## src/rtl/sata_rx_prim_decode.sv

```systemverilog
// Receive primitive decoder: classifies PHY dwords as primitives, frame data or junk,
// drops ALIGN, expands CONT runs and flags protocol errors.
module sata_rx_prim_decode #(
    parameter int C_ERRCNT_W = 8
) (
    input  logic                  phyclk,
    input  logic                  phyreset,
    input  logic                  linkup,
    input  logic [31:0]           rxdata,
    input  logic                  rxdatak,
    output logic [31:0]           data_out,
    output logic                  data_vld,
    output logic [4:0]            prim_code,
    output logic                  prim_vld,
    output logic                  in_frame,
    output logic                  cont_active,
    output logic                  prim_err,
    output logic [C_ERRCNT_W-1:0] err_cnt
);

    localparam logic [31:0] DW_ALIGN = 32'h7B4A4ABC;
    localparam logic [31:0] DW_CONT  = 32'h9999AA7C;

    localparam logic [4:0] CODE_NONE    = 5'd0;
    localparam logic [4:0] CODE_SYNC    = 5'd1;
    localparam logic [4:0] CODE_SOF     = 5'd4;
    localparam logic [4:0] CODE_EOF     = 5'd5;
    localparam logic [4:0] CODE_WTRM    = 5'd8;
    localparam logic [4:0] CODE_UNKNOWN = 5'd31;

    typedef enum logic {
        ST_NORMAL = 1'b0,
        ST_CONT   = 1'b1
    } state_t;

    function automatic logic [4:0] lookup_prim(input logic [31:0] dw);
        case (dw)
            32'hB5B5957C: lookup_prim = 5'd1;
            32'h5757B57C: lookup_prim = 5'd2;
            32'h4A4A957C: lookup_prim = 5'd3;
            32'h3737B57C: lookup_prim = 5'd4;
            32'hD5D5B57C: lookup_prim = 5'd5;
            32'hD5D5AA7C: lookup_prim = 5'd6;
            32'h9595AA7C: lookup_prim = 5'd7;
            32'h5858B57C: lookup_prim = 5'd8;
            32'h5555B57C: lookup_prim = 5'd9;
            32'h3535B57C: lookup_prim = 5'd10;
            32'h5656B57C: lookup_prim = 5'd11;
            32'h3636B57C: lookup_prim = 5'd12;
            32'h1717B57C: lookup_prim = 5'd13;
            32'h7575957C: lookup_prim = 5'd14;
            32'h9595957C: lookup_prim = 5'd15;
            32'hF5F5957C: lookup_prim = 5'd16;
            default:      lookup_prim = CODE_UNKNOWN;
        endcase
    endfunction

    state_t                  state, state_d;
    logic [4:0]              last_prim, last_prim_d;
    logic [4:0]              known_code;
    logic                    in_frame_d, data_vld_d, prim_vld_d, prim_err_d;
    logic [4:0]              prim_code_d;
    logic [31:0]             data_out_d;
    logic [C_ERRCNT_W-1:0]   err_cnt_d;

    assign known_code = lookup_prim(rxdata);

    // NOTE: every variable gets its hold value first so no path through the
    // case tree can leave it unassigned and infer a latch.
    always_comb begin
        state_d     = state;
        last_prim_d = last_prim;
        in_frame_d  = in_frame;
        data_out_d  = data_out;
        prim_code_d = prim_code;
        data_vld_d  = 1'b0;
        prim_vld_d  = 1'b0;
        prim_err_d  = 1'b0;

        if (!linkup) begin
            state_d     = ST_NORMAL;
            last_prim_d = CODE_NONE;
            in_frame_d  = 1'b0;
            data_out_d  = '0;
            prim_code_d = CODE_NONE;
        end else if (rxdatak && rxdata == DW_ALIGN) begin
            // ALIGN is transparent: nothing changes, not even CONT expansion
        end else if (rxdatak && rxdata == DW_CONT) begin
            if (state == ST_CONT || last_prim != CODE_NONE) begin
                state_d     = ST_CONT;
                prim_vld_d  = 1'b1;
                prim_code_d = last_prim;
            end else begin
                prim_err_d = 1'b1;
            end
        end else if (rxdatak) begin
            state_d     = ST_NORMAL;
            prim_vld_d  = 1'b1;
            prim_code_d = known_code;
            if (known_code == CODE_UNKNOWN) begin
                prim_err_d  = 1'b1;
                last_prim_d = CODE_NONE;
            end else begin
                last_prim_d = known_code;
                if (known_code == CODE_SOF)
                    in_frame_d = 1'b1;
                else if (known_code == CODE_EOF || known_code == CODE_SYNC ||
                         known_code == CODE_WTRM)
                    in_frame_d = 1'b0;
            end
        end else if (state == ST_CONT) begin
            prim_vld_d  = 1'b1;
            prim_code_d = last_prim;
        end else if (in_frame) begin
            data_out_d = rxdata;
            data_vld_d = 1'b1;
        end else begin
            prim_err_d = 1'b1;
        end

        err_cnt_d = err_cnt;
        if (prim_err_d && err_cnt != '1)
            err_cnt_d = err_cnt + 1'b1;
    end

    always_ff @(posedge phyclk) begin
        if (phyreset) begin
            state     <= ST_NORMAL;
            last_prim <= CODE_NONE;
            in_frame  <= 1'b0;
            data_out  <= '0;
            data_vld  <= 1'b0;
            prim_code <= CODE_NONE;
            prim_vld  <= 1'b0;
            prim_err  <= 1'b0;
            err_cnt   <= '0;
        end else begin
            state     <= state_d;
            last_prim <= last_prim_d;
            in_frame  <= in_frame_d;
            data_out  <= data_out_d;
            data_vld  <= data_vld_d;
            prim_code <= prim_code_d;
            prim_vld  <= prim_vld_d;
            prim_err  <= prim_err_d;
            err_cnt   <= err_cnt_d;
        end
    end

    assign cont_active = (state == ST_CONT);

endmodule

```

## config.mk

```make
export PLATFORM = sky130hd
export DESIGN_NAME = sata_rx_prim_decode
export DESIGN_NICKNAME = d
export VERILOG_FILES = /design/src/rtl/sata_rx_prim_decode.sv
export SDC_FILE = /design/constraint.sdc
export NUM_CORES = 1
export LEC_CHECK = 0
export BUFFER_PORTS_ARGS = -buffer_cell sky130_fd_sc_hd__buf_2
export CAP_MARGIN = 20
export CORE_AREA = 2 2 81 83
export CTS_CLUSTER_DIAMETER = 200
export DETAILED_ROUTE_END_ITERATION = 12
export DIE_AREA = 0 0 83 85
export PLACE_DENSITY_LB_ADDON = 0.1
export SLEW_MARGIN = 30
export SYNTH_ARGS = -nofsm -noshare
export SYNTH_HDL_FRONTEND = slang
export SYNTH_SLANG_ARGS = --single-unit
```

## constraint.sdc

```tcl
create_clock -name phyclk -period 2.9 [get_ports phyclk]
set_input_delay 0.435 -clock phyclk [delete_from_list [all_inputs] [get_ports phyclk]]
set_output_delay 0.435 -clock phyclk [all_outputs]
set_load 0.05 [all_outputs]
```

==> flow_summary_export.csv <==
group,metric,value,unit
synthesis,ys.warnings.count,0,
clock_tree,cts_sinks,55,
cells_and_area,drive_gt1_frac,0.271,
synthesis,synth_area_per_cell,8.08,um2
timing,maxSlewViolCount,0,
clock_tree,cts_max_level,2,
drt,viasPerCell,5.69,
power_and_ir_drop,p_per_area,422,nW/um2
timing,max_freq,430,MHz
synthesis,ys_ff_latch,55,
worst_setup_path,setup.worst_path.start_class,"input port",
global_route,gr-usage-met2,0.357,
timing,rsz0062_at_grt,"no",
power_and_ir_drop,total_power,1.54,mW
drt,via_count,3037,
placement,place_congestion,0.909,
timing,min_period,2.33,ns
global_route,grt.overflow.total,0,
synthesis,synth_edf_count,0,
drt,antenna_left,0,
global_route,grt_use_met3,0.0486,
synthesis,yosysTopAreaCellShare,0.364,
drt,drt_iter0_drc,266,
global_route,antenna_found_initial,0,
synthesis,synthTopCellsByArea,"dfxtp_1, nand2_1, a21oi_1",
floorplanning,die_w,83,um
placement,port_buffers,85,
synthesis,synth_cell_type_count,63,
synthesis,async_reset_ff_frac,0,
global_route,grt_pass1_vias,2723,
global_route,grt-busiest-layer,"met2",
global_route,grt_max_degree,45,
floorplanning,initial_core_util,0.487,
worst_setup_path,critPathMaxStageDelay,0.46,ns
worst_setup_path,arrival,2.54,ns
cells_and_area,area_growth,20.4,%
timing,slew_headroom,0.583,
synthesis,synthMostInstantiatedCell,"nand2_1",
worst_setup_path,critical_path_class,"in2reg",
hold_path,hold_class,"in2reg",
synthesis,ys.flop_type,"dfxtp_1",
worst_setup_path,crit_fanout,12,
drt,wl,8.01,mm
cells_and_area,final_nets,493,
worst_setup_path,cp_slowest_cell,"and4bb_1",
run_status,outcome,"completed",
timing,worstMarginPinSlew,0.625,ns
clock_tree,cts_resized,0,
clock_tree,cts_tree,"built",
synthesis,syn_area,3020,um2
clock_tree,path_clk_slew,0.10,ns
run,cap_violations,0,
worst_setup_path,r2r_setup_slack,0.68,ns
floorplanning,row_count,29,
cells_and_area,stdcell_count,534,
timing,holdWs,0.357,ns
drt,first_pass_iters,4,
cells_and_area,diodes,0,
floorplanning,die_h,85,um
floorplanning,core,6200,um2
clock_tree,insertion_delay,0.31,ns
worst_setup_path,required,3.12,ns
clock_tree,cts_inserted_buffers,5,
timing,setup_viol,0,
power_and_ir_drop,peakVddDrop,233,uV
global_route,met1_usage,0.314,
worst_setup_path,worstSetupEndpointType,"register",
power_and_ir_drop,p_leak,1.46,nW
placement,dp.cells,526,
clock_tree,cts-hold-fix-buffers,0,
synthesis,synth_common_cells,"nand2_1, dfxtp_1, a21oi_1",
clock_tree,cts-root-buf,"clkbuf_8",
worst_setup_path,worst-path-buf-inv,1,
worst_setup_path,cp_top_family,"simple AND/OR/NAND/NOR gates",
clock_tree,cts.path.max_buffers,2,
synthesis,synth_cells,374,
timing,timing.final.crit_share,0.802,
timing,finalHoldViolations,0,
floorplanning,ios,86,
worst_setup_path,critical_path.cell_chain,"buf_2 > and4bb_1 > and4_1 > nor4b_1 > a221oi_4 > nand4_1 > nor2b_4 > mux2i_1 > nor2_1",
global_route,grt_pass1_wl,13.4,mm
drt,wl_per_cell,15.0,um
global_route,track_usage,0.226,
placement,dp.final_hpwl,6.00,mm
timing,fin_skew,0.00949,ns
synthesis,yosysSeqAreaShare,0.364,
clock_tree,postCtsSetupRepairBufs,0,
timing,fin_tns_setup,0,ns
synthesis,syn_nets,411,
synthesis,synth_top_area_cell,"dfxtp_1",
drt,drc,0,
cells_and_area,fill_cells,603,
floorplanning,die_area,7060,um2
## registers in the layout, indices dropped and copies added (netlist names)
signal and count:
cont_active 1, data_out 32, data_vld 1, err_cnt 8, in_frame 1, last_prim 5, prim_code 5, prim_err 1
prim_vld 1
## worst min-delay path, delay by kind of cell
kind,cells,cell delay [ns]
buf+inv,1,0.10
compound gates,1,0.05
simple gates,1,0.05
## cell families (layout without fill, tap and decap cells)
kind of cell	count (synthesis)	after routing	share of synthesized area
fa+ha+maj	1	1	0.00414
compound gates	84	84	0.176
simple gates	202	202	0.385
xor+xnor	1	1	0.00290
mux	7	7	0.0236
flops	55	55	0.364
buf+inv	24	107	0.0443
## where the power goes
| part | total [mW] | switching [mW] | internal (mW) |
|---|---|---|---|
| Combinational | 0.165 | 0.108 | 0.0572 |
| Clock | 0.600 | 0.255 | 0.345 |
| Sequential | 0.770 | 0.00739 | 0.763 |
## cell type report
class | instances | area (um2) | share of cell area
Timing Repair Buffer | 95 | 500 | 0.138
Multi-Input combinational cell | 295 | 1790 | 0.493
Clock inverter | 2 | 60.1 | 0.0165
Sequential cell | 55 | 1100 | 0.303
Tap cell | 77 | 96.3 | 0.0265
Clock buffer | 6 | 72.6 | 0.0199
Inverter | 4 | 15.0 | 0.00413
## metal layers
metal  wire length, um  vias up  share of wire
met5                 0        -              0
met4               122        0          0.015
met3               536       13          0.067
met2              3710       99           0.46
met1              3640     1399           0.45
li1                  -     1526              -
## layout by cell type (no fill, tap or decap), drive strengths merged, types with 5 or more instances in the layout
cell	Yosys	routed
and4	6	6
and4bb	10	10
nand2	88	88
nand3	13	13
nor4	11	11
mux2i	6	6
clkbuf	12	6
nor2	26	26
buf	8	95
dfxtp	55	55
a21oi	45	45
o21ai	8	8
or3	5	5
nor3	7	7
nand4	11	11
## final timing paths
check,startpoint,end,cells after the start
worst min register to register,data_out[28],data_out[28],2
worst max register to register,last_prim[0],err_cnt[4],8
worst min-delay path,rxdata[2],data_out[2],3
worst max-delay path,rxdata[29],err_cnt[1],9
## metrics by stage
stage | utilization | worst slack (ns) | cell area (um2)
2_1_floorplan | - | 0.598 | 3020
3_3_place_gp | 0.564 | 0.291 | 3500
3_5_place_dp | 0.564 | 0.243 | 3500
4_1_cts | 0.586 | 0.589 | 3630
5_1_grt | 0.586 | 0.372 | 3640
6_report | 0.586 | 0.575 | 3640
Power figures use the tool's default switching activity.
